## config.mk

```make
export PLATFORM = sky130hd
export DESIGN_NAME = gpa_fhdo_multi_iface
export DESIGN_NICKNAME = d
export VERILOG_FILES = /design/src/rtl/gpa_fhdo_multi_iface.sv
export SDC_FILE = /design/constraint.sdc
export NUM_CORES = 1
export LEC_CHECK = 0
export CAP_MARGIN = 0
export CORE_ASPECT_RATIO = 2
export CORE_MARGIN = 2
export CORE_UTILIZATION = 60
export CTS_BUF_LIST = sky130_fd_sc_hd__clkbuf_8
export DETAILED_ROUTE_END_ITERATION = 12
export PLACE_DENSITY = 0.82
export REMOVE_ABC_BUFFERS = 1
export SKIP_LAST_GASP = 1
export SYNTH_ARGS = -nofsm -noshare
export SYNTH_HDL_FRONTEND = slang
export SYNTH_SLANG_ARGS = --single-unit
export TNS_END_PERCENT = 20
```

## constraint.sdc

```tcl
create_clock -name clk -period 6.6 [get_ports clk]
set_input_delay 1.98 -clock clk [delete_from_list [all_inputs] [get_ports clk]]
set_output_delay 1.98 -clock clk [all_outputs]
set_load 0.01 [all_outputs]
```

## src/rtl/gpa_fhdo_multi_iface.sv

```systemverilog
// gpa_fhdo_multi_iface: buffered multi-board SPI serialiser for GPA-FHDO DAC boards.
// Command words are queued in a small FIFO. Each word becomes one SPI frame on the
// shared SCLK/SDO bus, addressed through a per-board chip select. SDI readback is
// captured per frame, and an optional timed LDAC pulse follows the frame.
module gpa_fhdo_multi_iface #(
    parameter int N_CH       = 4,
    parameter int SPI_W      = 24,
    parameter int DIV_W      = 6,
    parameter int FIFO_DEPTH = 8,
    parameter int LDAC_LEN   = 4
) (
    input  logic             clk,
    input  logic             rst,
    input  logic [31:0]      data_i,
    input  logic             valid_i,
    input  logic [DIV_W-1:0] spi_clk_div_i,
    output logic             busy_o,
    output logic             full_o,
    output logic             overflow_o,
    output logic             fhd_clk_o,
    output logic             fhd_sdo_o,
    output logic [N_CH-1:0]  fhd_csn_o,
    input  logic             fhd_sdi_i,
    output logic             fhd_ldacn_o,
    output logic [SPI_W-1:0] rdata_o,
    output logic             rdata_valid_o
);

    localparam int CH_W   = (N_CH > 1) ? $clog2(N_CH) : 1;
    localparam int WORD_W = SPI_W + 1 + CH_W;
    localparam int PTR_W  = $clog2(FIFO_DEPTH);
    localparam int HP_W   = $clog2(2 * SPI_W);
    localparam int LD_W   = (LDAC_LEN > 1) ? $clog2(LDAC_LEN) : 1;

    localparam logic [PTR_W:0]  FULL_CNT = (PTR_W + 1)'(FIFO_DEPTH);
    localparam logic [HP_W-1:0] LAST_HP  = HP_W'(2 * SPI_W - 1);

    typedef enum logic [2:0] {IDLE, SETUP, SHIFT, HOLD, LDAC} state_t;

    // ---------------- command FIFO ----------------
    logic [WORD_W-1:0] mem [FIFO_DEPTH];
    logic [PTR_W-1:0]  wr_ptr, rd_ptr;
    logic [PTR_W:0]    count, count_nxt;
    logic              push, pop;
    logic [WORD_W-1:0] head;
    logic [SPI_W-1:0]  head_pl;
    logic              head_flag;
    logic [CH_W-1:0]   head_idx;
    logic              idx_ok;
    logic [N_CH-1:0]   cs_sel;

    // ---------------- engine state ----------------
    state_t            state;
    logic [DIV_W-1:0]  div_q, tick;
    logic [HP_W-1:0]   hp;
    logic [LD_W-1:0]   ld_cnt;
    logic [SPI_W-1:0]  tx_sh, rx_sh;
    logic              flag_q;
    logic              hold_done, ldac_done, eng_nxt;

    // Bits above the command fields carry nothing for this block.
    generate
        if (WORD_W < 32) begin : g_spare
            logic unused_bits;
            assign unused_bits = ^data_i[31:WORD_W];
        end
    endgenerate

    // full_o is registered, so a word arriving while full is dropped even if a pop
    // frees a slot in the same cycle.
    assign push      = valid_i && !full_o;
    assign pop       = (state == IDLE) && (count != '0);
    assign head      = mem[rd_ptr];
    assign head_pl   = head[SPI_W-1:0];
    assign head_flag = head[SPI_W];
    assign head_idx  = head[SPI_W+1 +: CH_W];
    assign idx_ok    = (32'(head_idx) < 32'(N_CH));

    assign hold_done = (state == HOLD) && (tick == '0);
    assign ldac_done = (state == LDAC) && (ld_cnt == '0);
    // Engine will be away from IDLE next cycle.
    assign eng_nxt   = (state == IDLE) ? (pop && idx_ok)
                                       : !((hold_done && !flag_q) || ldac_done);

    // Next FIFO occupancy; a push and pop together cancel out.
    always_comb begin
        count_nxt = count;
        if (push && !pop)
            count_nxt = count + 1'b1;
        else if (!push && pop)
            count_nxt = count - 1'b1;
    end

    // One-hot select of the chip select addressed by the head word.
    always_comb begin
        cs_sel = '0;
        for (int i = 0; i < N_CH; i++)
            cs_sel[i] = (32'(head_idx) == i);
    end

    // FIFO storage; no reset needed since occupancy gates every read.
    always_ff @(posedge clk) begin
        if (push)
            mem[wr_ptr] <= data_i[WORD_W-1:0];
    end

    // FIFO pointers, occupancy, full flag and sticky overflow.
    always_ff @(posedge clk) begin
        if (rst) begin
            wr_ptr     <= '0;
            rd_ptr     <= '0;
            count      <= '0;
            full_o     <= 1'b0;
            overflow_o <= 1'b0;
        end else begin
            if (push)
                wr_ptr <= wr_ptr + 1'b1;
            if (pop)
                rd_ptr <= rd_ptr + 1'b1;
            count  <= count_nxt;
            full_o <= (count_nxt == FULL_CNT);
            if (valid_i && full_o)
                overflow_o <= 1'b1;
        end
    end

    // Frame engine: pop, CS setup, 2*SPI_W SCLK half-periods, CS hold, optional LDAC.
    always_ff @(posedge clk) begin
        if (rst) begin
            state         <= IDLE;
            fhd_clk_o     <= 1'b1;
            fhd_sdo_o     <= 1'b0;
            fhd_csn_o     <= '1;
            fhd_ldacn_o   <= 1'b1;
            rdata_o       <= '0;
            rdata_valid_o <= 1'b0;
            busy_o        <= 1'b0;
            div_q         <= '0;
            tick          <= '0;
            hp            <= '0;
            ld_cnt        <= '0;
            tx_sh         <= '0;
            rx_sh         <= '0;
            flag_q        <= 1'b0;
        end else begin
            rdata_valid_o <= 1'b0;
            busy_o        <= (count_nxt != '0) || eng_nxt;
            case (state)
                IDLE: begin
                    if (pop) begin
                        tx_sh  <= head_pl;
                        flag_q <= head_flag;
                        div_q  <= spi_clk_div_i;
                        tick   <= spi_clk_div_i;
                        // Out-of-range board indices are consumed without a frame.
                        if (idx_ok) begin
                            fhd_csn_o <= ~cs_sel;
                            fhd_sdo_o <= head_pl[SPI_W-1];
                            state     <= SETUP;
                        end
                    end
                end
                SETUP: begin
                    if (tick != '0) begin
                        tick <= tick - 1'b1;
                    end else begin
                        // First falling edge; readback is sampled on every fall.
                        tick      <= div_q;
                        hp        <= '0;
                        fhd_clk_o <= 1'b0;
                        rx_sh     <= {rx_sh[SPI_W-2:0], fhd_sdi_i};
                        state     <= SHIFT;
                    end
                end
                SHIFT: begin
                    if (tick != '0) begin
                        tick <= tick - 1'b1;
                    end else begin
                        tick <= div_q;
                        if (hp == LAST_HP) begin
                            fhd_csn_o     <= '1;
                            fhd_sdo_o     <= 1'b0;
                            rdata_o       <= rx_sh;
                            rdata_valid_o <= 1'b1;
                            state         <= HOLD;
                        end else begin
                            hp        <= hp + 1'b1;
                            fhd_clk_o <= ~fhd_clk_o;
                            if (fhd_clk_o) begin
                                rx_sh <= {rx_sh[SPI_W-2:0], fhd_sdi_i};
                            end else if (hp != LAST_HP - 1'b1) begin
                                // Rising edge: present the next bit, except after the last.
                                fhd_sdo_o <= tx_sh[SPI_W-2];
                                tx_sh     <= tx_sh << 1;
                            end
                        end
                    end
                end
                HOLD: begin
                    if (tick != '0) begin
                        tick <= tick - 1'b1;
                    end else if (flag_q) begin
                        fhd_ldacn_o <= 1'b0;
                        ld_cnt      <= LD_W'(LDAC_LEN - 1);
                        state       <= LDAC;
                    end else begin
                        state <= IDLE;
                    end
                end
                LDAC: begin
                    if (ld_cnt != '0) begin
                        ld_cnt <= ld_cnt - 1'b1;
                    end else begin
                        fhd_ldacn_o <= 1'b1;
                        state       <= IDLE;
                    end
                end
                default: state <= IDLE;
            endcase
        end
    end

endmodule
```

After elaboration in Yosys (flattened, before gate mapping)
Memories as Yosys holds them, arrays and structs flattened. A register that Yosys moved wholly into a read port is not among the register bits.
Cells that the tools add are included.
Operators by class
  bitwise operators: 4
  order comparisons: 0
  reductions and logical operators: 40
  equal/unequal tests: 25
  div/mod/pow operators: 0
  multiplexer cells: 57
  shift operators: 0
  multiply operators: 0
  add/sub/neg operators: 7
Operators by type and width (number)
  $mux 23: 5
  $mux 24: 4
  $pmux 24 s2: 1
  $pmux 23 s2: 1
  $mux 6: 6
  $mux 3: 9
  $ne 2x2->1 const B: 11
  $mux 4: 5
  $pmux 6 s3: 1
  $reduce_and 4->1: 4
  $mux 1: 15
  $pmux 3 s5: 1
  $pmux 6 s2: 1
  $reduce_and 6->1: 2
  $reduce_and 5->1: 2
  $logic_and 1x1->1: 8
  $pmux 4 s2: 1
  $reduce_bool 2->1: 4
  $reduce_bool 4->1: 2
  $add 3x1->3 const B: 2
  $add 6x1->6 const B: 1
  $eq 3x2->1 const B: 2
  $eq 6x6->1 const B: 1
  $logic_not 6->1: 1
  other kinds (27): 43
Word-level totals
  bits in registers: 116
  input port bits: 42
  memories kept: 1
  bits in latches: 0
  logic and storage cells: 154
  memory bits (read-only): 0
  bits in writable memories: 216
Memories
  mem: depth 8, bits a word 27, rd ports 1, clocked after memory_dff 1, wr ports 1, RTL line 41  | logic [WORD_W-1:0] mem [FIFO_DEPTH];

Longest topological paths before layout
  depth after elaboration: 8
  depth in mapped cells: 10
  depth with buffers taken out: 7

Worst setup path after synthesis
Ideal clock, no wire load.
  path kind: input -> register
  start: in valid_i
  end: mem mem[0][0] in the netlist's numbering (enable)
  required time: 6.121 ns
  path buffers: 1
  slack: 1.305 ns
  data arrival time: 4.816 ns
  stages: 3
  cell sequence: nand2b_1 clkbuf_1 nor4_1
Between the ends
  word-level cells in the longest chain between the ends: 3
RTL lines
  start: declaration: RTL line 15  | input logic valid_i,
  $logic_and 1x1->1: RTL line 71  | assign push = valid_i && !full_o;
  $mux 1: RTL line 103  | if (push)
  $mux 1 (not written as such): RTL line 104  | mem[wr_ptr] <= data_i[WORD_W-1:0];
  end: declaration: RTL line 41
Every way passes these cells.

Final worst setup path
  start: in valid_i
  end: mem mem[5][9] in the netlist's numbering (enable)
Same word-level chain as after synthesis.

==> impl_metrics.tcl <==
set metrics [dict create \
    status "finished clean" \
    die_h_um 214 \
    top_usage_layer "met2" \
    hold_ws_ns 0.443 \
    num_antenna_cells 0 \
    slew_violations 0 \
    worstSetupStartpoint "valid_i" \
    hpwl_um 15800 \
    syn_avg_cell_area_um2 13.8 \
    p_sw_share_pct 30.8 \
    reg2reg_from "tick[0]" \
    crit_buf_inv 3 \
    grt_pass1_vias 8290 \
    yosysMostFrequentCell "edfxtp_1" \
    path_depth 6 \
    wl_um 26100 \
    drtPass1Iterations 5 \
    maxCapViolCount 0 \
    io_buffers 71 \
    cts_root_buf "clkbuf_8" \
    tightestPinTransition_ns 1.03 \
    synth_top_area_cell "edfxtp_1" \
    total_power_w 0.00539 \
    ant_nets 0 \
    path_common_cell "buf_4" \
    drc 0 \
    synth_edf_count 216 \
    muxShareOfSynthArea_pct 11.3 \
    hp-class "flop to flop" \
    worstSetupPathType "input port to flop" \
    ys_ff_latch 335 \
    grt_pass1_wl_um 42200 \
    yosysUniqueCellTypes 64 \
    cts_made_buffers 43 \
    slowest_delay_ns 0.72 \
    grt_max_degree 68 \
    critPathRequiredTime_ns 6.84 \
    path_clk_slew_ns 0.07 \
    cp_top_family "buffers and inverters" \
    synth.cell_area_um2 13200 \
    io_pins 77 \
    grtUsageMet1_pct 25.8 \
    seq_power_share_pct 48.2 \
    power_density_nw_per_um2 360 \
    finalCritPeriodShare_pct 59.2 \
    worst_path_max_delay_cell "nor2_2" \
    synth_top_family_by_area "multiplexers" \
    worstHoldEndpoint "fhd_ldacn_o" \
    setup_tns_ns 0 \
    synthArstFlopShare_pct 0 \
    critPathMaxFanout 15 \
    hold_buffers 0 \
    p_leak_nw 4.99 \
    clockBufferDepth 3 \
    drt_iter0_drc 499 \
    layout_min_cycle_time_ns 3.90 \
    met2_usage_pct 42.6 \
    synthXorXnorAreaFrac_pct 0.992 \
    synth-seq-area-share_pct 66.9 \
    cp-end-kind "flop" \
    rsz0062_at_grt "no" \
    die_x_um 109 \
    cts_resized 0 \
    synth_commonest_cells "edfxtp_1 (216), nand2_1 (154), dfxtp_1 (119)" \
    synth_fa_ha_area_share_pct 0.831 \
    grt_use_met3_pct 3.25 \
    ys_top_cells_by_area "edfxtp_1 (49%), dfxtp_1 (18%), mux4_2 (9.2%)" \
    overflow 0 \
    arrival_ns 4.14 \
    slew_headroom_pct 31.1 \
    wl_per_cell_um 19.6 \
    clkSinkCount 335 \
    pwr-share-comb_pct 25.8 \
    num_rows 76 \
    yosysWarningCount 0 \
    reg2reg_slack_ns 3.64 \
    pre_cts_ws_ns 2.15 \
    start_kind "input port" \
    finalHoldViolCount 0 \
    finClkSkew_ns 0.0147 \
    vias 7973 \
    layout-drive-gt1-share_pct 13.7 \
    synthToLayoutAreaGrowth_pct 13.0 \
    die-area_um2 23400 \
    antenna_found_initial 0 \
    coreArea_um2 21600 \
    ys.flop_type "edfxtp_1" \
    intPower_w 0.00373 \
    peakVddDrop_mv 0.241 \
    finalNetCount 1081 \
    setup_viol 0 \
    drt-vias-per-instance 5.97 \
    p_switching_w 0.00166 \
    synth_compound_area_share_pct 7.58 \
    cts_tree "done" \
    synthCells 962 \
    max_freq_ghz 0.256 \
    pwr-share-clk_pct 26.0 \
    yosys.area.top_type_share_pct 49.0 \
    gp_congestion 0.838 \
    start_util_pct 61.4 \
    ff2ff_path_depth 7 \
    htreeDepth 2 \
    insertion_delay_ns 0.56 \
    cts_setup_buffers 0 \
    r2r_end "rx_sh[15]" \
    path_cells "clkdlybuf4s50_1 -> nor2b_1 -> buf_4 -> nand2_1 -> nor2_2 -> buf_4" \
    grt_usage_pct 23.5 \
    min_path_cells 2 \
    fin_ws_ns 2.70 \
    hp-start "fhd_ldacn_o" \
    synthSimpleGateAreaFrac_pct 9.93 \
]
[cells by family after synthesis]
kind of cell	Yosys count
AO/OA/AOI/OAI	148
flip-flops	335
XOR/XNOR	15
adder cells (fa/ha/maj)	9
AND/OR/NAND/NOR	299
multiplexers	82
buffers and inverters	74
[layer usage]
layer	vias up	wire (um)
li1	3725	-
met3	75	1010
met2	199	14700
met4	0	1110
met1	3974	9310
met5	-	0
[stage by stage]
| stage | std cells | instance area, um^2 | utilization [%] |
|---|---|---|---|
| CTS | 1335 | 15000 | 69.3 |
| global placement | 1259 | 14200 | 65.7 |
| detailed placement | 1259 | 14200 | 65.7 |
| floorplan | 899 | 13000 | - |
| finish | 1335 | 15000 | 69.3 |
| global route | 1335 | 15000 | 69.3 |
[worst register-to-register path: stages, from the launching register on]
cell and delay [ns]:
dfxtp_1 0.37, inv_1 0.08, ha_1 0.20, or3b_1 0.53
nor3_2 0.66, o21a_1 0.76, nand2_1 0.15, a21oi_1 0.16
[cell type report]
cell class                      instances  area (um^2)
Inverter                               11         41.3
Multi-Input combinational cell        553         4090
Clock buffer                           50          688
Timing Repair Buffer                   87          828
Clock inverter                         26          103
Tap cell                              273          342
Sequential cell                       335         8870
Fill cell                            1452         6620
[worst max-delay path by stage]
stage	endpoint	slack, ns
finish	mem[5][9]	2.70
detailed placement	mem[5][13]	2.15
floorplan	mem[0][0]	1.35
CTS	mem[5][11]	2.69
global route	mem[5][9]	2.59
global placement	mem[5][9]	2.15
[state kept, by name, summed over array words and instances (netlist names), 2 cells and up, named ones only]
name / count
div_q: 6
rd_ptr: 3
state: 3
fhd_csn_o: 4
rdata_o: 24
count: 4
tx_sh: 23
hp: 6
ld_cnt: 2
wr_ptr: 3
rx_sh: 24
tick: 6
mem: 216
[cells in the final DEF, fill, tap and decap left out, types with 6 or more instances in the layout]
cell,instances
a32o_1,22
nor2_1,77
xnor2_1,6
nand3_1,6
mux2i_1,27
clkbuf_8,50
a21oi_1,69
buf_4,17
ha_1,8
clkdlybuf4s50_1,70
dfxtp_1,116
nor4_1,6
inv_1,28
nand2b_1,7
mux4_2,54
a211oi_1,7
nand2_1,154
edfxtp_1,216
xor2_1,9
[power groups by stage]
stage	logic, W	clock network [W]	registers, W
floorplan	0.000977	0	0.00264
global placement	0.00135	0	0.00264
detailed placement	0.00139	0	0.00265
CTS	0.00140	0.00143	0.00260
global route	0.00153	0.00151	0.00263
finish	0.00139	0.00140	0.00260
Power figures use the tool's default switching activity.
